**config.mk**
```make
export PLATFORM = sky130hd
export DESIGN_NAME = nn_host_sequencer_flat
export DESIGN_NICKNAME = d
export VERILOG_FILES = /design/src/rtl/nn_host_sequencer_pkg.sv /design/src/rtl/nn_host_sequencer_if.sv /design/src/rtl/nn_pixel_buffer.sv /design/src/rtl/nn_host_sequencer.sv /design/src/flat_wrapper.sv
export SDC_FILE = /design/constraint.sdc
export NUM_CORES = 1
export LEC_CHECK = 0
export ABC_AREA = 0
export ABC_CLOCK_PERIOD_IN_PS = 2900
export CAP_MARGIN = 40
export CORE_ASPECT_RATIO = 0.5
export CORE_MARGIN = 2
export CORE_UTILIZATION = 51
export CTS_BUF_LIST = sky130_fd_sc_hd__clkbuf_16
export DETAILED_ROUTE_END_ITERATION = 10
export HOLD_SLACK_MARGIN = 0.12
export PLACE_DENSITY = 0.86
export REMOVE_ABC_BUFFERS = 1
export SYNTH_ARGS = -nofsm -noshare
export SYNTH_HDL_FRONTEND = slang
export SYNTH_HIERARCHICAL = 1
export SYNTH_SLANG_ARGS = --single-unit
```
**constraint.sdc**
```tcl
create_clock -name masterClk -period 2.9 [get_ports masterClk]
set_input_delay 0.29 -clock masterClk [delete_from_list [all_inputs] [get_ports masterClk]]
set_output_delay 0.29 -clock masterClk [all_outputs]
set_load 0.01 [all_outputs]
```
**src/rtl/nn_host_sequencer_pkg.sv**
```systemverilog
// nn_host_sequencer_pkg: shared sizes, sequencer state encoding and config-word target decode
package nn_host_sequencer_pkg;
    localparam int WRITE_IN_BIT_WIDTH = 16;
    localparam int INPUT_LAYER_NODES = 6;
    localparam int L1_WEIGHT_WORDS = 6;
    localparam int L2_WEIGHT_WORDS = 4;
    localparam int ADDR_WIDTH = 10;
    localparam int NN_RESET_CYCLES = 2;
    localparam int PRED_TIMEOUT = 4096;
    localparam int CFG_WORDS = L1_WEIGHT_WORDS + L2_WEIGHT_WORDS + 2;

    typedef enum logic [2:0] {IDLE, CFG_WAIT, CFG_WRITE, NN_RST, COLLECT, STREAM, WAIT_PRED, HOLD} seqState_t;

    typedef struct packed {
        logic layer;
        logic isBias;
        logic [ADDR_WIDTH-1:0] addr;
    } cfgTarget_t;

    // word order: L1 weights, L1 bias, L2 weights, L2 bias; biases always sit at address 0
    function automatic cfgTarget_t cfgTarget(input int idx, input int l1Words, input int l2Words);
        cfgTarget_t t;
        t.layer = idx > l1Words;
        t.isBias = idx == l1Words || idx == l1Words + l2Words + 1;
        t.addr = idx < l1Words ? ADDR_WIDTH'(idx) : t.isBias ? '0 : ADDR_WIDTH'(idx - l1Words - 1);
        return t;
    endfunction
endpackage

```
**src/rtl/nn_host_sequencer_if.sv**
```systemverilog
// nn_host_sequencer_if: host-side configuration-word and pixel valid/ready streams
interface nn_host_sequencer_if
    import nn_host_sequencer_pkg::*;
();
    logic hostWordValid;
    logic [WRITE_IN_BIT_WIDTH-1:0] hostWord;
    logic hostWordReady;
    logic hostPixelValid;
    logic hostPixel;
    logic hostPixelReady;

    modport master(output hostWordValid, hostWord, hostPixelValid, hostPixel, input hostWordReady, hostPixelReady);
    modport slave(input hostWordValid, hostWord, hostPixelValid, hostPixel, output hostWordReady, hostPixelReady);
endinterface

```
**src/rtl/nn_pixel_buffer.sv**
```systemverilog
// nn_pixel_buffer: one-image bit buffer, filled from index 0 and drained in order
module nn_pixel_buffer #(
    parameter int DEPTH = 6
) (
    input  logic masterClk,
    input  logic reset,
    input  logic wrEn,
    input  logic wrData,
    input  logic rdEn,
    output logic rdData,
    output logic full,
    output logic empty,
    output logic rdLast
);
    localparam int IW = $clog2(DEPTH + 1);
    logic [DEPTH-1:0] pixels;
    logic [IW-1:0] wrIdx, rdIdx;

    assign full = wrIdx == IW'(DEPTH);
    assign empty = rdIdx == wrIdx;
    assign rdLast = rdIdx == IW'(DEPTH - 1);
    assign rdData = pixels[rdIdx];

    // fill and drain indices; reading the last pixel rewinds both so the next image starts clean
    always_ff @(posedge masterClk or negedge reset) begin
        if (!reset) begin
            pixels <= '0;
            wrIdx <= '0;
            rdIdx <= '0;
        end else if (rdEn && rdLast) begin
            wrIdx <= '0;
            rdIdx <= '0;
        end else begin
            if (wrEn && !full) begin
                pixels[wrIdx] <= wrData;
                wrIdx <= wrIdx + 1'b1;
            end
            if (rdEn && !empty) rdIdx <= rdIdx + 1'b1;
        end
    end
endmodule

```
**src/rtl/nn_host_sequencer.sv**
```systemverilog
// nn_host_sequencer: configures NN_Controler, pulses its reset, bursts one image and captures the prediction
module nn_host_sequencer
    import nn_host_sequencer_pkg::*;
(
    input  logic masterClk,
    input  logic reset,
    input  logic cfgStart,
    input  logic infStart,
    nn_host_sequencer_if.slave host,
    output logic nnReset,
    output logic weightWriteEnable,
    output logic biasWriteEnable,
    output logic LayerWriteSelect,
    output logic [ADDR_WIDTH-1:0] WriteAddressSelect,
    output logic [WRITE_IN_BIT_WIDTH-1:0] writeIn,
    output logic inputsInbound,
    output logic inputPixel,
    input  logic readyForInputs,
    input  logic predictionReady,
    input  logic [3:0] predictionOut,
    output logic predictionRecieved,
    output logic resultValid,
    output logic [3:0] resultOut,
    input  logic resultAck,
    output logic configured,
    output logic busy,
    output logic errorFlag
);
    localparam int WC_W = $clog2(CFG_WORDS + 1);
    localparam int RC_W = $clog2(NN_RESET_CYCLES + 1);
    localparam int PT_W = $clog2(PRED_TIMEOUT + 1);
    seqState_t state, nextState;
    logic [WC_W-1:0] wordCnt;
    logic [RC_W-1:0] rstCnt;
    logic [PT_W-1:0] predTimer;
    logic wordAccept, pixelAccept, streaming, pixFull, pixEmpty, pixLast, pixData;
    logic cfgLast, rstDone, timedOut, predCapture;
    cfgTarget_t target;

    assign host.hostWordReady = state == CFG_WAIT;
    assign host.hostPixelReady = state == COLLECT && !pixFull;
    assign wordAccept = host.hostWordReady && host.hostWordValid;
    assign pixelAccept = host.hostPixelReady && host.hostPixelValid;
    assign streaming = state == STREAM;
    assign cfgLast = wordCnt == WC_W'(CFG_WORDS - 1);
    assign rstDone = rstCnt == RC_W'(NN_RESET_CYCLES - 1);
    assign timedOut = predTimer == PT_W'(PRED_TIMEOUT - 1);
    assign predCapture = state == WAIT_PRED && predictionReady;
    assign target = cfgTarget(int'(wordCnt), L1_WEIGHT_WORDS, L2_WEIGHT_WORDS);
    assign nnReset = state == NN_RST;
    assign busy = state != IDLE;
    assign inputsInbound = streaming && !pixEmpty;
    assign inputPixel = inputsInbound && pixData;

    nn_pixel_buffer #(.DEPTH(INPUT_LAYER_NODES)) pixelBuffer (
        .masterClk(masterClk),
        .reset(reset),
        .wrEn(pixelAccept),
        .wrData(host.hostPixel),
        .rdEn(streaming),
        .rdData(pixData),
        .full(pixFull),
        .empty(pixEmpty),
        .rdLast(pixLast)
    );

    // state register
    always_ff @(posedge masterClk or negedge reset) begin
        if (!reset) state <= IDLE;
        else state <= nextState;
    end

    // next state; cfgStart outranks infStart, and starts are only honoured in IDLE
    always_comb begin
        nextState = state;
        case (state)
            IDLE:      nextState = cfgStart ? CFG_WAIT : (infStart && configured) ? COLLECT : IDLE;
            CFG_WAIT:  nextState = wordAccept ? CFG_WRITE : CFG_WAIT;
            CFG_WRITE: nextState = cfgLast ? NN_RST : CFG_WAIT;
            NN_RST:    nextState = rstDone ? IDLE : NN_RST;
            COLLECT:   nextState = (pixFull && readyForInputs) ? STREAM : COLLECT;
            STREAM:    nextState = pixLast ? WAIT_PRED : STREAM;
            WAIT_PRED: nextState = predictionReady ? HOLD : timedOut ? IDLE : WAIT_PRED;
            HOLD:      nextState = resultAck ? IDLE : HOLD;
            default:   nextState = IDLE;
        endcase
    end

    // write strobes, counters, status flags and result capture
    always_ff @(posedge masterClk or negedge reset) begin
        if (!reset) begin
            weightWriteEnable <= 1'b0;
            biasWriteEnable <= 1'b0;
            LayerWriteSelect <= 1'b0;
            WriteAddressSelect <= '0;
            writeIn <= '0;
            wordCnt <= '0;
            rstCnt <= '0;
            predTimer <= '0;
            predictionRecieved <= 1'b0;
            resultValid <= 1'b0;
            resultOut <= '0;
            configured <= 1'b0;
            errorFlag <= 1'b0;
        end else begin
            weightWriteEnable <= wordAccept && !target.isBias;
            biasWriteEnable <= wordAccept && target.isBias;
            if (wordAccept) begin
                writeIn <= host.hostWord;
                LayerWriteSelect <= target.layer;
                WriteAddressSelect <= target.addr;
            end
            wordCnt <= state == CFG_WRITE ? (cfgLast ? '0 : wordCnt + 1'b1) : state == IDLE ? '0 : wordCnt;
            rstCnt <= nnReset ? rstCnt + 1'b1 : '0;
            predTimer <= state == WAIT_PRED ? predTimer + 1'b1 : '0;
            predictionRecieved <= predCapture;
            if (nnReset && rstDone) configured <= 1'b1;
            else if (state == IDLE && cfgStart) configured <= 1'b0;
            if (state == IDLE && cfgStart) errorFlag <= 1'b0;
            else if ((state == IDLE && infStart && !configured) || (state == WAIT_PRED && timedOut && !predictionReady)) errorFlag <= 1'b1;
            if (predCapture) begin
                resultOut <= predictionOut;
                resultValid <= 1'b1;
            end else if (state == HOLD && resultAck) resultValid <= 1'b0;
        end
    end
endmodule

```
**src/flat_wrapper.sv**
```systemverilog
// flat-port wrapper written by rule: the top's interface ports become plain ports
module nn_host_sequencer_flat import nn_host_sequencer_pkg::*;
  (masterClk, reset, cfgStart, infStart, nnReset, weightWriteEnable, biasWriteEnable, LayerWriteSelect, WriteAddressSelect, writeIn, inputsInbound, inputPixel, readyForInputs, predictionReady, predictionOut, predictionRecieved, resultValid, resultOut, resultAck, configured, busy, errorFlag, host_hostWordValid, host_hostWord, host_hostPixelValid, host_hostPixel, host_hostWordReady, host_hostPixelReady);
  nn_host_sequencer_if host_i ();
  input  logic masterClk;
  input  logic reset;
  input  logic cfgStart;
  input  logic infStart;
  output logic nnReset;
  output logic weightWriteEnable;
  output logic biasWriteEnable;
  output logic LayerWriteSelect;
  output logic [ADDR_WIDTH-1:0] WriteAddressSelect;
  output logic [WRITE_IN_BIT_WIDTH-1:0] writeIn;
  output logic inputsInbound;
  output logic inputPixel;
  input  logic readyForInputs;
  input  logic predictionReady;
  input  logic [3:0] predictionOut;
  output logic predictionRecieved;
  output logic resultValid;
  output logic [3:0] resultOut;
  input  logic resultAck;
  output logic configured;
  output logic busy;
  output logic errorFlag;
  input wire logic [$bits(host_i.hostWordValid)-1:0] host_hostWordValid;
  input wire logic [$bits(host_i.hostWord)-1:0] host_hostWord;
  input wire logic [$bits(host_i.hostPixelValid)-1:0] host_hostPixelValid;
  input wire logic [$bits(host_i.hostPixel)-1:0] host_hostPixel;
  output wire logic [$bits(host_i.hostWordReady)-1:0] host_hostWordReady;
  output wire logic [$bits(host_i.hostPixelReady)-1:0] host_hostPixelReady;
  assign host_i.hostWordValid = host_hostWordValid;
  assign host_i.hostWord = host_hostWord;
  assign host_i.hostPixelValid = host_hostPixelValid;
  assign host_i.hostPixel = host_hostPixel;
  assign host_hostWordReady = host_i.hostWordReady;
  assign host_hostPixelReady = host_i.hostPixelReady;
  nn_host_sequencer u_core (.masterClk(masterClk), .reset(reset), .cfgStart(cfgStart), .infStart(infStart), .host(host_i), .nnReset(nnReset), .weightWriteEnable(weightWriteEnable), .biasWriteEnable(biasWriteEnable), .LayerWriteSelect(LayerWriteSelect), .WriteAddressSelect(WriteAddressSelect), .writeIn(writeIn), .inputsInbound(inputsInbound), .inputPixel(inputPixel), .readyForInputs(readyForInputs), .predictionReady(predictionReady), .predictionOut(predictionOut), .predictionRecieved(predictionRecieved), .resultValid(resultValid), .resultOut(resultOut), .resultAck(resultAck), .configured(configured), .busy(busy), .errorFlag(errorFlag));
endmodule
```
==> summary.txt, run 1 <==
Run status
  • Run status: complete, no violations

Layout
  • Area grow syn2layout: 31.2%
  • Commonest non-fill, non-tap cell in the layout: nand2_1
  • Most frequent cells in the layout: nand2_1 (72), clkdlybuf4s50_1 (71), dfrtp_1 (67)
  • Design Area, Final: 4450 sq um
  • Share of cells above drive strength 1: 0.0924
  • Layout fillers: 447
  • Diode count: 0
  • Layout net count: 459

Detailed routing
  • DRT Pass-1 Iters: 5
  • DRT Wirelength: 7790 microns
  • ANT nets after route: 0
  • Starting DRT DRC Count: 176
  • Via-to-Cell Ratio: 5.46
  • # DRC: 0
  • WL/cell: 15.3 microns
  • Vias: 2,784

STA
  • FMAX: 0.381 GHz
  • Setup TNS: 0 ps
  • Final min period: 2630 ps
  • Tcrit/Tclk final: 0.905
  • Final Setup Violations: 0
  • Final hold violation count: 0
  • RSZ-0062 raised after global routing: no
  • Rel. slew slack: 0.476
  • Clock skew: 3.10 ps
  • Max Slew Vio Count: 0
  • Worst-Margin Slew: 786 ps

Worst setup path
  • R2R cell count: 8
  • Critical path type: flip-flop to output port
  • Critical path capture point type: output port
  • Worst r2r src: u_core/pixelBuffer/wrIdx[0]
  • Worst reg2reg path endpoint: u_core/pixelBuffer/pixels[4]
  • Critical path required time: 2610 ps
  • Largest fanout on the critical path: 7
  • Startpoint types: flip-flop
  • Reg2Reg Setup Slack: 280 ps
  • Arrival time worst endpoint: 2340 ps

Synth
  • Compound-Gate Fraction of Synth Area: 0.0981
  • Xor-xnor portion of the synthesized cell area: 0.0413
  • Synth Area in Adders: 0.0406
  • Cell variety after synth: 58
  • Multiplexer share of the synthesized area: 0.0516
  • Post-synth EDFFs: 0
  • Mapped Cells: 346
  • Simple-gate area share of the yosys netlist: 0.229
  • Synthesized area: 3390 sq um
  • Async set-or-reset flop fraction in the synthesized netlist: 1.00
  • Ys flop type: dfrtp_1
  • Sequential area share after synthesis: 0.494
  • Largest family of logic cells by synthesized area: simple AND/OR/NAND/NOR gates
  • Yosys reg bits: 67
  • Avg Inst Size Synth: 9.80 sq um
  • Synth warn: 6

Die
  • # IOs: 73
  • Effective utilization at floorplan: 0.542
  • Core ar.: 6260 sq um
  • Die area: 7360 sq um
  • Die Ht: 61.7 microns
  • Die Width: 119 microns
  • Site Rows: 20

Clock network
  • Number of buffers created by CTS: 9
  • Clk root buf: clkbuf_16
  • PostCTS Resize Cnt: 0
  • Clock sink count: 67
  • Skew-Pair Late Insertion Delay: 330 ps
  • Worst-path clk slew: 50 ps
  • Maximum buffer depth of the clock tree: 2
  • CTS tree: done
  • H-tree levels: 3

GRT
  • First-pass GRT wire length: 13,000 microns
  • All-Layer GR Usage: 0.232
  • Largest net degree at the start of global routing: 37
  • Vias in the first global route: 2,787
  • Antenna violations before repair: 0
  • Grt total ovfl: 0

Worst hold path
  • Hold depth: 1
  • Type of the tightest min-delay check: flip-flop to flip-flop
  • Hold Startpoint: u_core/rstCnt[0]
  • WHS Endpoint: u_core/rstCnt[0]

Placement
  • I/O Buffers: 72
  • Routability cong.: 0.886
  • HPWL Detailed: 5550 microns
  • Post-DP Area: 4170 sq um

Pwr
  • Worst VDD drop: 0.000390 V
  • Leakage: 2.00 nW
  • PwrDens: 967 nW/um^2

Job
  • MaxCap Viol Count: 0
[final cells by class]
type,instances,area [sq um],area share
tap,88,110,0.0247
inverter,17,63.8,0.0143
clock inverter,6,50.0,0.0112
sequential,67,1680,0.377
multi-input combinational,245,1560,0.351
timing repair buffer,78,763,0.171
clock buffer,9,225,0.0506
[repair_timing]
action / in CTS / in global routing
hold buffers: 1 / 0
buffers inserted: 0 / 0
hold endpoints to repair: 34 / 0
[kinds of logic (layout without fill, tap and decap cells)]
kind of cell	Yosys count	after routing
and+or+nand+nor	154	154
DFF	67	67
AOI/OAI and AO/OA	50	50
buffers and inverters	34	110
xor gates and xnor gates	16	16
muxes	14	14
adders and majority gates	11	11
[state kept, by name, indices dropped and copies added (netlist names), 2 cells and up]
register and count:
u_core/writeIn 16, u_core/predTimer 13, u_core/WriteAddressSelect 6, u_core/pixelBuffer/pixels 6
u_core/resultOut 4, u_core/wordCnt 4, u_core/pixelBuffer/rdIdx 3, u_core/pixelBuffer/wrIdx 3
u_core/state 3, u_core/rstCnt 2
[synthesized netlist by cell type, types with 5 or more instances]
library cell / number / area share
nand2_1: 72 / 0.080
dfrtp_1: 67 / 0.49
xor2_1: 7 / 0.018
xnor2_1: 9 / 0.023
or3_1: 6 / 0.011
a21oi_1: 15 / 0.022
clkbuf_1: 8 / 0.0089
nor2b_1: 5 / 0.0092
mux2_2: 11 / 0.037
nand3_1: 9 / 0.013
inv_1: 16 / 0.018
o21ai_0: 9 / 0.013
and2_1: 5 / 0.0092
ha_1: 11 / 0.041
nor2_1: 25 / 0.028
[power by group]
group	switching (W)	internal [W]	total (W)
registers	0.000305	0.00125	0.00155
logic	0.000828	0.000917	0.00175
clock network	0.000362	0.000645	0.00101
[worst max-delay path by stage]
stage	start	endpoint	slack [ps]	depth (start not counted)
after floorplan	u_core/pixelBuffer/wrIdx[0]	u_core/pixelBuffer/pixels[4]	310	8
after global placement	u_core/pixelBuffer/wrIdx[0]	u_core/pixelBuffer/pixels[4]	480	8
after detailed placement	u_core/pixelBuffer/wrIdx[0]	u_core/pixelBuffer/pixels[4]	320	8
after CTS	u_core/pixelBuffer/wrIdx[0]	host_hostPixelReady	250	5
after global routing	u_core/pixelBuffer/wrIdx[0]	u_core/pixelBuffer/wrIdx[1]	80	8
final	u_core/pixelBuffer/wrIdx[0]	host_hostPixelReady	270	5
[metal layers]
metal / share of wire / GRT usage / up-vias
li1: - / - / 1325
met1: 0.40 / 0.255 / 1365
met2: 0.53 / 0.434 / 80
met3: 0.047 / 0.0769 / 14
met4: 0.014 / 0.101 / 0
met5: 0 / 0 / -
[critical path, cell delays in order (launching register included)]
cell,delay [ps]
dfrtp_1,490
inv_1,100
ha_1,250
and2_1,170
nor4b_1,360
clkdlybuf4s50_1,640
[stage by stage]
| stage | setup WS [ps] | instances | util | hold slack [ps] | total power (W) |
|---|---|---|---|---|---|
| 2_1_floorplan | 307 | 329 | - | -5.59 | 0.00249 |
| 3_3_place_gp | 478 | 494 | 0.666 | 393 | 0.00317 |
| 3_5_place_dp | 317 | 494 | 0.666 | 428 | 0.00328 |
| 4_1_cts | 253 | 510 | 0.712 | 448 | 0.00434 |
| 5_1_grt | 79.8 | 510 | 0.712 | 482 | 0.00459 |
| 6_report | 275 | 510 | 0.712 | 451 | 0.00431 |
Power figures use the tool's default switching activity.
==> run 2, diff against run 1 <==
--- a/config.mk
+++ b/config.mk
@@ -7,5 +7,5 @@
 export LEC_CHECK = 0
 export ABC_AREA = 0
-export ABC_CLOCK_PERIOD_IN_PS = 2900
+export ABC_CLOCK_PERIOD_IN_PS = 3000
 export CAP_MARGIN = 40
 export CORE_ASPECT_RATIO = 0.5
==> constraint.sdc (replaced) <==
create_clock -name masterClk -period 3 [get_ports masterClk]
set_input_delay 0.3 -clock masterClk [delete_from_list [all_inputs] [get_ports masterClk]]
set_output_delay 0.3 -clock masterClk [all_outputs]
set_load 0.005 [all_outputs]
==> run 2 against run 1 <==
Compared with the run above: sequential share of layout area decreased by 0.64 points; utilization increased by 1.2 points; clock-buffer cell count unchanged; clock skew increased by 4.6 ps; total power decreased by 0.19%; register-to-register slack improved by 50 ps; clock power increased by 18%; worst hold slack got worse by 56 ps; critical path depth increased by 3; sequential power about the same; critical endpoint is now u_core/pixelBuffer/pixels[4]; largest cell class unchanged.
==> summary.txt, run 2 (synthesized netlist as in run 1, its figures left out) <==
Run status
  • Run status: complete, no violations

STA
  • Final hold violation count: 0 (unchanged)
  • Max Slew Vio Count: 0 (unchanged)
  • Hold WS: 395 ps (-56.3 ps)
  • FMAX: 0.375 GHz
  • Clock skew: 7.68 ps (+4.58 ps)
  • RSZ-0062 raised after global routing: no
  • Final min period: 2670 ps
  • Setup TNS: 0 ps (unchanged)
  • Final Setup Violations: 0 (unchanged)
  • Tcrit/Tclk final: 0.890
  • Rel. slew slack: 0.586 (+0.110)
  • Worst-Margin Slew: 615 ps (-171 ps)

Clock network
  • Post-CTS Setup Inserts: 0 (unchanged)
  • PostCTS Resize Cnt: 0 (unchanged)
  • Skew-Pair Late Insertion Delay: 330 ps (about the same)
  • Number of buffers created by CTS: 9 (unchanged)
  • Worst-path clk slew: 60 ps (about the same)
  • H-tree levels: 3 (unchanged)
  • Clock sink count: 67 (unchanged)
  • Maximum buffer depth of the clock tree: 2 (unchanged)
  • CTS tree: done
  • Hold_buf cts: 1 (unchanged)
  • Clk root buf: clkbuf_16

Detailed routing
  • Via-to-Cell Ratio: 5.46 (unchanged)
  • ANT nets after route: 0 (unchanged)
  • Vias: 2,784 (unchanged)
  • DRT Pass-1 Iters: 4 (-1)
  • Top Layer Used: met4
  • # DRC: 0 (unchanged)
  • Routed wl met2: 4250 microns (+2.1%)
  • Starting DRT DRC Count: 257 (+46%)
  • DRT Wirelength: 8000 microns (+2.8%)
  • Met1 Wirelength: 3200 microns (+1.8%)
  • WL/cell: 15.7 microns (+2.8%)
  • Metal3 WL: 413 microns (+12%)

Worst setup path
  • Worst r2r src: u_core/pixelBuffer/wrIdx[0]
  • Critical path required time: 3210 ps (+600 ps)
  • Arrival time worst endpoint: 2880 ps (+540 ps)
  • CP most frequent cell: and2_1
  • Largest fanout on the critical path: 7 (unchanged)
  • Slowest stage cell, crit path: or4b_4
  • Critical path type: flip-flop to flip-flop
  • Reg2Reg Setup Slack: 330 ps (+50 ps)
  • R2R cell count: 8 (unchanged)
  • Critical path capture point type: flip-flop
  • Worst reg2reg path endpoint: u_core/pixelBuffer/pixels[4]
  • Crit path largest cell delay: 490 ps (-150 ps)
  • CP Cell Sequence: inv_1, ha_1, and2_1, nor4b_1, and2_1, nand2_1, or4b_4, mux2_4
  • Family with the most delay on the worst path: simple AND/OR/NAND/NOR gates
  • Startpoint types: flip-flop
  • Buf/Inv on CP: 1 (-1)

Pwr
  • Worst VDD drop: 0.000376 V (-3.7%)
  • Total chip power: 0.00430 W (-0.19%)
  • PwrDens: 949 nW/um^2 (-1.9%)
  • Leakage: 2.02 nW (+1.2%)

Die
  • Site Rows: 20 (unchanged)
  • Die Width: 119 microns (unchanged)
  • Core ar.: 6260 sq um (unchanged)
  • Die Ht: 61.7 microns (unchanged)
  • # IOs: 73 (unchanged)
  • Effective utilization at floorplan: 0.542 (unchanged)
  • Die area: 7360 sq um (unchanged)

GRT
  • Largest net degree at the start of global routing: 35 (-5.4%)
  • All-Layer GR Usage: 0.237 (+0.00413)
  • First-pass GRT wire length: 13,200 microns (+2.2%)
  • Vias in the first global route: 2,809 (+0.79%)
  • Antenna violations before repair: 0 (unchanged)
  • Grt total ovfl: 0 (unchanged)

Layout
  • Commonest non-fill, non-tap cell in the layout: nand2_1
  • Most frequent cells in the layout: nand2_1 (72), clkdlybuf4s50_1 (71), dfrtp_1 (67)
  • Max FFs per register: 16 (unchanged)
  • Final core occ: 0.724 (+0.0124)
  • Share of cells above drive strength 1: 0.0995 (+0.00711)
  • Biggest register: u_core/writeIn
  • Diode count: 0 (unchanged)
  • Layout net count: 458 (-0.22%)
  • Biggest regs: u_core/writeIn (16), u_core/predTimer (13)
  • Finished Layout Cells: 510 (unchanged)
  • Area grow syn2layout: 33.5%
  • Layout fillers: 406 (-9.2%)

Placement
  • Routability cong.: 0.849 (-4.2%)
  • HPWL Detailed: 5540 microns (-0.14%)
  • I/O Buffers: 72 (unchanged)
  • Placed instance count: 493 (-0.20%)

Job
  • MaxCap Viol Count: 0 (unchanged)

Worst hold path
  • Type of the tightest min-delay check: input port to async pin
[run 2: cell count changes in the layout (fill, tap and decap cells not counted)]
cell | previous run | this run
clkinvlp_4 | 0 | 1
inv_1 | 18 | 16
buf_8 | 0 | 1
buf_4 | 5 | 2
buf_12 | 0 | 1
clkinv_1 | 3 | 2
inv_6 | 0 | 1
bufinv_16 | 1 | 3
[run 2: where the power goes]
| group | switching [W] | internal [W] |
|---|---|---|
| Combinational | 0.000708 | 0.000881 |
| Sequential | 0.000310 | 0.00121 |
| Clock | 0.000384 | 0.000809 |
| Total | 0.00140 | 0.00290 |
[run 2: stage by stage]
step / area, sq um / worst slack [ps]
floorplan: 3300 / 581
global placement: 4140 / 572
detailed placement: 4180 / 504
CTS: 4530 / 349
global route: 4530 / 165
finish: 4530 / 330
[run 2: final cells by class]
class | count | area, sq um | area share
timing repair buffer | 77 | 776 | 0.171
clock buffer | 9 | 225 | 0.0497
inverter | 17 | 63.8 | 0.0141
sequential | 67 | 1680 | 0.370
multi-input combinational | 245 | 1560 | 0.345
clock inverter | 7 | 115 | 0.0254
tap | 88 | 110 | 0.0243
[run 2: routing by layer]
| layer | vias to the layer above | track usage |
|---|---|---|
| met3 | 17 | 0.0611 |
| met2 | 95 | 0.453 |
| met1 | 1344 | 0.260 |
| met4 | 0 | 0.108 |
| li1 | 1328 | - |
| met5 | - | 0 |
[run 2: worst register-to-register path, delay by kind of cell, from the launching register on]
kind / cells / cell delay, ps
AND/OR/NAND/NOR: 5 / 1430
flip-flops: 1 / 470
buffers and inverters: 1 / 90
adder cells (fa/ha/maj): 1 / 250
multiplexers: 1 / 310
[run 2: worst max-delay path by stage]
stage	from	endpoint	slack, ps	cells after the start
after CTS	u_core/pixelBuffer/wrIdx[0]	u_core/pixelBuffer/pixels[4]	350	8
after floorplan	u_core/pixelBuffer/wrIdx[0]	u_core/pixelBuffer/pixels[4]	580	8
after global placement	u_core/pixelBuffer/wrIdx[0]	u_core/pixelBuffer/pixels[4]	570	8
final	u_core/pixelBuffer/wrIdx[0]	u_core/pixelBuffer/pixels[4]	330	8
after global routing	u_core/pixelBuffer/wrIdx[0]	u_core/pixelBuffer/pixels[4]	160	8
after detailed placement	u_core/pixelBuffer/wrIdx[0]	u_core/pixelBuffer/pixels[4]	500	8
